`src/rtl/round_sequencer.sv`:
```
// Game phase controller: title -> intro wait -> timed play -> result wait -> next level / over / win.
// Optional macro EARLY_CLEAR_EN ends a round as soon as the score reaches the target.
module round_sequencer #(
    parameter int CLK_HZ        = 50000000,
    parameter int ROUND_SECONDS = 60,
    parameter int BASE_TARGET   = 650,
    parameter int TARGET_STEP   = 275,
    parameter int MAX_LEVEL     = 10
) (
    input  logic        clk,
    input  logic        reset,
    input  logic        start_key,
    input  logic [15:0] score,
    input  logic        done_5sec,
    output logic        enable_5sec,
    output logic        round_active,
    output logic [3:0]  level,
    output logic [15:0] target,
    output logic [6:0]  time_left,
    output logic [2:0]  phase,
    output logic        game_over,
    output logic        win
);

    localparam int                TICK_W      = (CLK_HZ > 1) ? $clog2(CLK_HZ) : 1;
    localparam logic [TICK_W-1:0] TICK_LAST   = TICK_W'(CLK_HZ - 1);
    localparam logic [6:0]        ROUND_INIT  = 7'(ROUND_SECONDS);
    localparam logic [15:0]       TARGET_INIT = 16'(BASE_TARGET);
    localparam logic [15:0]       STEP        = 16'(TARGET_STEP);
    localparam logic [3:0]        LEVEL_LAST  = 4'(MAX_LEVEL);

    typedef enum logic [2:0] {
        ST_IDLE   = 3'd0,
        ST_INTRO  = 3'd1,
        ST_PLAY   = 3'd2,
        ST_RESULT = 3'd3,
        ST_OVER   = 3'd4,
        ST_WIN    = 3'd5
    } phase_t;

    phase_t            state;
    logic [TICK_W-1:0] tick;
    logic              start_q;
    logic              armed;
    logic              pass;
    logic              start_edge;
    logic              done_ok;
    logic              second_tick;
    logic              reach_target;

    function automatic logic [15:0] sat_add16(input logic [15:0] a, input logic [15:0] b);
        logic [16:0] sum;
        sum = {1'b0, a} + {1'b0, b};
        return sum[16] ? 16'hFFFF : sum[15:0];
    endfunction

    // The counter's done stays high after a finished wait; only trust it once enable has been high a full cycle.
    assign start_edge   = start_key & ~start_q;
    assign done_ok      = done_5sec & armed & enable_5sec;
    assign second_tick  = (tick == TICK_LAST);
    assign reach_target = (score >= target);
    assign phase        = state;

    always_ff @(posedge clk) begin
        if (reset) begin
            state        <= ST_IDLE;
            level        <= 4'd1;
            target       <= TARGET_INIT;
            time_left    <= ROUND_INIT;
            enable_5sec  <= 1'b0;
            round_active <= 1'b0;
            game_over    <= 1'b0;
            win          <= 1'b0;
            tick         <= '0;
            armed        <= 1'b0;
            start_q      <= 1'b0;
            pass         <= 1'b0;
        end else begin
            start_q <= start_key;
            armed   <= enable_5sec;
            case (state)
                ST_IDLE: begin
                    if (start_edge) begin
                        state       <= ST_INTRO;
                        enable_5sec <= 1'b1;
                    end
                end
                ST_INTRO: begin
                    if (done_ok) begin
                        state        <= ST_PLAY;
                        round_active <= 1'b1;
                        time_left    <= ROUND_INIT;
                        tick         <= '0;
                        enable_5sec  <= 1'b0;
                    end else begin
                        enable_5sec  <= 1'b1;
                    end
                end
                ST_PLAY: begin
`ifdef EARLY_CLEAR_EN
                    if (reach_target) begin
                        pass         <= 1'b1;
                        state        <= ST_RESULT;
                        round_active <= 1'b0;
                        enable_5sec  <= 1'b1;
                    end else
`endif
                    if (second_tick) begin
                        tick <= '0;
                        if (time_left <= 7'd1) begin
                            time_left    <= 7'd0;
                            pass         <= reach_target;
                            state        <= ST_RESULT;
                            round_active <= 1'b0;
                            enable_5sec  <= 1'b1;
                        end else begin
                            time_left    <= time_left - 7'd1;
                        end
                    end else begin
                        tick <= tick + TICK_W'(1);
                    end
                end
                ST_RESULT: begin
                    if (done_ok) begin
                        // Enable drops here; INTRO re-raises it a cycle later so the counter restarts cleanly.
                        enable_5sec <= 1'b0;
                        if (!pass) begin
                            state     <= ST_OVER;
                            game_over <= 1'b1;
                        end else if (level == LEVEL_LAST) begin
                            state     <= ST_WIN;
                            win       <= 1'b1;
                        end else begin
                            state     <= ST_INTRO;
                            level     <= level + 4'd1;
                            target    <= sat_add16(target, STEP);
                        end
                    end else begin
                        enable_5sec <= 1'b1;
                    end
                end
                ST_OVER, ST_WIN: begin
                    if (start_edge) begin
                        state       <= ST_INTRO;
                        level       <= 4'd1;
                        target      <= TARGET_INIT;
                        game_over   <= 1'b0;
                        win         <= 1'b0;
                        enable_5sec <= 1'b1;
                    end
                end
                default: begin
                    state        <= ST_IDLE;
                    enable_5sec  <= 1'b0;
                    round_active <= 1'b0;
                    game_over    <= 1'b0;
                    win          <= 1'b0;
                end
            endcase
        end
    end

endmodule

```
`config.mk`:
```
export PLATFORM = sky130hd
export DESIGN_NAME = round_sequencer
export DESIGN_NICKNAME = d
export VERILOG_FILES = /design/src/rtl/round_sequencer.sv
export SDC_FILE = /design/constraint.sdc
export NUM_CORES = 1
export LEC_CHECK = 0
export CORE_MARGIN = 2
export CORE_UTILIZATION = 45
export DETAILED_ROUTE_END_ITERATION = 8
export PLACE_DENSITY = 0.77
export SYNTH_ARGS = -nofsm -noshare
export SYNTH_HDL_FRONTEND = slang
export SYNTH_SLANG_ARGS = --single-unit
```
`constraint.sdc`:
```
create_clock -name clk -period 2.6 [get_ports clk]
set_clock_uncertainty 0.05 [all_clocks]
set_input_delay 0.26 -clock clk [delete_from_list [all_inputs] [get_ports clk]]
set_output_delay 0.26 -clock clk [all_outputs]
set_load 0.02 [all_outputs]
```
After elaboration in Yosys (flattened, before gate mapping)

Cells that the tools add are included.
W data, S select, Z words.

Register bits: 63
Bits of input ports: 20
Word-level logic and storage cells: 101

$add $sub $neg: 4
$lt $le $gt $ge: 2
Eq/ne operators: 17
Multiplexer cells: 43
Bitwise operators: 6
Reduce and logical (&&, ||, !) cells: 17

Operators by type and width:

| operator                | count |
|---|---|
| $mux W16                | 5 |
| $mux W26                | 2 |
| $pmux W26 S2            | 1 |
| $pmux W16 S2            | 1 |
| $add A26 B1 Y26 const B | 1 |
| $eq A26 B26 Y1 const B  | 1 |
| $mux W3                 | 7 |
| $mux W7                 | 3 |
| $ne A2 B2 Y1 const B    | 9 |
| $add A16 B9 Y17 const B | 1 |
| $ge A16 B16 Y1          | 1 |
| $mux W4                 | 4 |
| $reduce_and A5 Y1       | 3 |
| $pmux W7 S2             | 1 |
| $mux W1                 | 13 |
| $pmux W1 S3             | 4 |
| $pmux W3 S4             | 1 |
| $reduce_and A3 Y1       | 3 |
| $pmux W4 S2             | 1 |
| $reduce_and A4 Y1       | 2 |
| $le A7 B1 Y1 const B    | 1 |
| $sub A7 B1 Y7 const B   | 1 |
| $eq A3 B2 Y1 const B    | 2 |
| $eq A3 B3 Y1 const B    | 2 |
| other kinds (12)        | 19 |

Longest topological paths before layout

Word-level depth: 6
Mapped depth: 9

Least setup slack after synthesis

No wires, ideal clock.

Path type: register -> register
Start point: register target[0]
End point: register target[14]
Setup time: 101 ps
Arrival time: 1973 ps
Path slack: 476 ps
Stages on the path, launching flop included: 8
Period minus slack after synthesis: 2124 ps
Cells stage by stage: dfxtp_1 > inv_1 > ha_1 > and3b_1 > o2111ai_1 > a2111oi_0 > o211ai_1 > o41ai_1

Cells in the longest elaborated chain, start to end: 6

Ends and longest elaborated chain:

| what                     | RTL line | text |
|---|---|---|
| start: declaration       | 18       | `output logic [15:0] target,` |
| start signal: assignment | 136      | `target <= sat_add16(target, STEP);` |
| $add A16 B9 Y17          | 53       | `sum = {1'b0, a} + {1'b0, b};` |
| $mux W16                 | 54       | `return sum[16] ? 16'hFFFF : sum[15:0];` |
| $mux W16                 | 130      | `end else if (level == LEVEL_LAST) begin` |
| $mux W16                 | 127      | `if (!pass) begin` |
| $mux W16                 | 124      | `if (done_ok) begin` |
| $pmux W16 S2             | 81       | `case (state)` |

No other way between the ends. The select of a mux whose other input is x is not followed.
A chain may end at the register's enable or synchronous reset.

Final worst setup path

Ends and elaborated chain as after synthesis.

==> run_results.csv <==
group,metric,value,unit
min_path,hold_path_class,"flop to flop",
die,io_pins,54,
yosys,synth.distinct_cells,63,
grt,busiest_layer,"met2",
yosys,yosysSeqAreaShare,33.4,%
die,core,8180,um^2
yosys,synth_fa_ha_area_share,7.28,%
yosys,yosys.area.top_type,"dfxtp_1",
die,initial_core_util,46.2,%
sta,hold_slack,436,ps
detailed_routing,avgRoutedWirePerCell,15.8,um
die,die_x,95.6,um
clocking,numClockSinks,63,
setup_path,path_buf_inv,1,
sta,drv_slew,0,
min_path,whs_endpoint,"tick[25]",
grt,track_usage,22.7,%
yosys,yosys_most_used_dff,"dfxtp_1",
flow_run,cap_viol_max_count,0,
sta,rsz0062_at_grt,"false",
place,dp_hpwl,7.10,mm
grt,met3_usage,6.01,%
clocking,h-tree-depth,3,
detailed_routing,routed_wl,9.97,mm
pwr,swShare,23.4,%
yosys,syn_nets,508,
pwr,total_power,1.95,mW
yosys,synth_most_common_cell,"dfxtp_1",
yosys,synthTopCellsByCount,"dfxtp_1, nand2_1, a21oi_1, inv_1, nor2_1",
clocking,post-cts-setup-buffer-count,0,
pwr,max-vdd-ir-drop,270,uV
yosys,synth-compound-area-share,25.1,%
clocking,path_clk_slew,70,ps
die,die_h,95.6,um
pwr,pwr-share-seq,50.1,%
clocking,ctsRootBufferMaster,"clkbuf_8",
sta,max_slew_margin,62.1,%
clocking,cts_resized,0,
setup_path,r2r-end,"target[14]",
setup_path,worstPathMaxFanout,6,
yosys,synthXorXnorAreaFrac,1.39,%
sta,setup_viol,0,
min_path,hp-start,"tick[25]",
detailed_routing,first_pass_iters,5,
detailed_routing,viasPerCell,6.08,
clocking,cts_tree,"built",
min_path,hold_depth,1,
setup_path,max_stage_delay,640,ps
clocking,clk_latency,350,ps
detailed_routing,drcViolationCount,0,
detailed_routing,vias,3832,
yosys,netlist.area_leader.share,33.4,%
setup_path,worst_path_dominant_cell_family,"compound AO/OA/AOI/OAI gates",
place,place.gp.congestion,0.938,
sta,layout_min_cycle_time,2350,ps
grt,grt.overflow.total,0,
setup_path,r2r_start,"target[0]",
setup_path,arrival,2550,ps
die,dieArea,9150,um^2
final_layout,nets,562,
pwr,clkPwrFrac,44.0,%
sta,hold_violations,0,
grt,grt_pass1_wl,16.5,mm
clocking,clockBufferDepth,2,
setup_path,r2r_setup_slack,250,ps
sta,period_share,90.2,%
yosys,syn-cell-area,3780,um^2
final_layout,area_growth,22.3,%
clocking,cts_hold_buf,0,
setup_path,path_cells,"inv_1, ha_1, and3b_1, o2111ai_1, a2111oi_0, o211ai_1, o41ai_1",
setup_path,crit_slowest_cell,"a2111oi_0",
sta,fmax,426,MHz
setup_path,crit_required,2810,ps
pwr,p_per_area,421,nW/um^2
pwr,combPwrFrac,5.9,%
yosys,synthSimpleGateAreaFrac,26.0,%
pwr,intPower,1.49,mW
yosys,syn_area_per_cell,8.11,um^2
detailed_routing,detail_route.iter0.violations,249,
yosys,yosys-top-cells-area,"dfxtp_1, ha_1, a21oi_1",
yosys,ys_seq_elements,63,
grt,antenna_found_initial,0,
clocking,cts_made_buffers,9,
yosys,synth_top_family_by_area,"simple AND/OR/NAND/NOR gates",
yosys,async_flop_share,0,%
yosys,synth_mux_area_share,0.861,%
pwr,p_leak,1.65,nW
setup_path,critical_path_cell_count,7,
final_layout,drive_above_1_share,7.81,%
setup_path,r2r_cells,7,
yosys,synth-edff-count,0,
setup_path,crit_path_start_kind,"flop",
grt,grtUsageMet1,28.5,%
outcome,status,"complete, no violations",
grt,grt_max_degree,32,
place,port_buffers,53,
sta,worstMarginPinSlew,554,ps
setup_path,crit_type,"flop to flop",
grt,grt_pass1_vias,3579,
pwr,switching_power,0.455,mW
sta,fin_setup_tns,0,ps
detailed_routing,ant_nets,0,
yosys,synth_cells,466,
grt,met2_usage,37.2,%
die,num_rows,33,
yosys,ys.warnings.count,0,
setup_path,end_kind,"flop",
final_layout,antenna_cells,0,
layout make-up:
cell class | count | area, um^2
well taps | 105 | 131
repair buffers | 66 | 628
fillers | 728 | 3550
flip-flops and latches | 63 | 1260
inverters | 30 | 113
clock buffers | 12 | 145
clock inverters | 4 | 45.0
multi-input cells | 350 | 2300
cells in the final DEF, fill, tap and decap left out, types with 3 or more instances in the layout:
cell and n:
dfxtp_1 63, clkdlybuf4s50_1 53, nand2_1 37, nor2_1 30
inv_1 30, a21oi_1 29, nand3_1 26, o21ai_0 26
ha_1 22, a31oi_1 18, buf_4 13, nor3_1 12
nand4_1 11, clkbuf_8 10, or3_1 9, and3_1 8
nand2b_1 8, o31a_1 7, nor4_1 7, and4_1 6
o211ai_1 6, a211oi_1 6, a22o_1 5, a211o_1 4
xnor2_1 4, o32ai_1 4, o2111ai_1 3, o41ai_1 3
and2_1 3, a32oi_1 3, nand4b_1 3, a41oi_1 3
nor2b_1 3, a21o_1 3, o31ai_1 3, or4_1 3
clkinv_2 3
how the worst max path moves through the flow:
stage / from / end / slack (ps)
floorplan: target[0] / target[14] / 480
global placement: target[0] / target[14] / 310
detailed placement: done_5sec / tick[14] / 270
CTS: target[0] / target[14] / 280
global route: target[0] / target[14] / 30
finish: target[0] / target[14] / 250
stage by stage:
stage	instances	instance area (um^2)	setup WS (ps)	util, %
detailed placement	614	4430	270	54.2
floorplan	466	3780	476	-
CTS	630	4620	285	56.5
finish	630	4620	255	56.5
global placement	614	4430	310	54.2
global route	630	4620	26.6	56.5
power groups by stage:
stage	Combinational, mW	Sequential, mW	Clock, mW
floorplan	0.0551	0.998	0
global placement	0.111	0.997	0
detailed placement	0.115	0.997	0
CTS	0.116	0.975	0.869
global route	0.128	0.975	0.913
finish	0.115	0.975	0.857
layer usage:
layer / up-vias / part of all wire [%] / wire length, um
li1: 1871 / - / -
met1: 1801 / 43 / 4300
met2: 146 / 48 / 4750
met3: 14 / 8.0 / 794
met4: 0 / 1.2 / 121
met5: - / 0 / 0
registers in the layout, summed over array words and instances (netlist names):
| signal | flops |
|---|---|
| round_active | 1 |
| target | 16 |
| win | 1 |
| phase | 3 |
| tick | 26 |
| enable_5sec | 1 |
| game_over | 1 |
| level | 4 |
| time_left | 7 |
| start_q | 1 |
| pass | 1 |
| armed | 1 |
worst reg2reg max path: cells and delay by family, from the launching register on:
family / cells / cell delay (ps)
AO/OA/AOI/OAI: 4 / 1200
adder cells (fa/ha/maj): 1 / 230
flip-flops: 1 / 420
buffers and inverters: 1 / 80
AND/OR/NAND/NOR: 1 / 280
cells by family (layout without fill, tap and decap cells):
family	count (synthesis)	count (layout)
mux	3	3
simple gates	179	179
compound gates	140	140
buf+inv	53	112
flops	63	63
fa+ha+maj	22	22
xor+xnor	6	6
No activity file was read; power rests on OpenSTA's default activity.
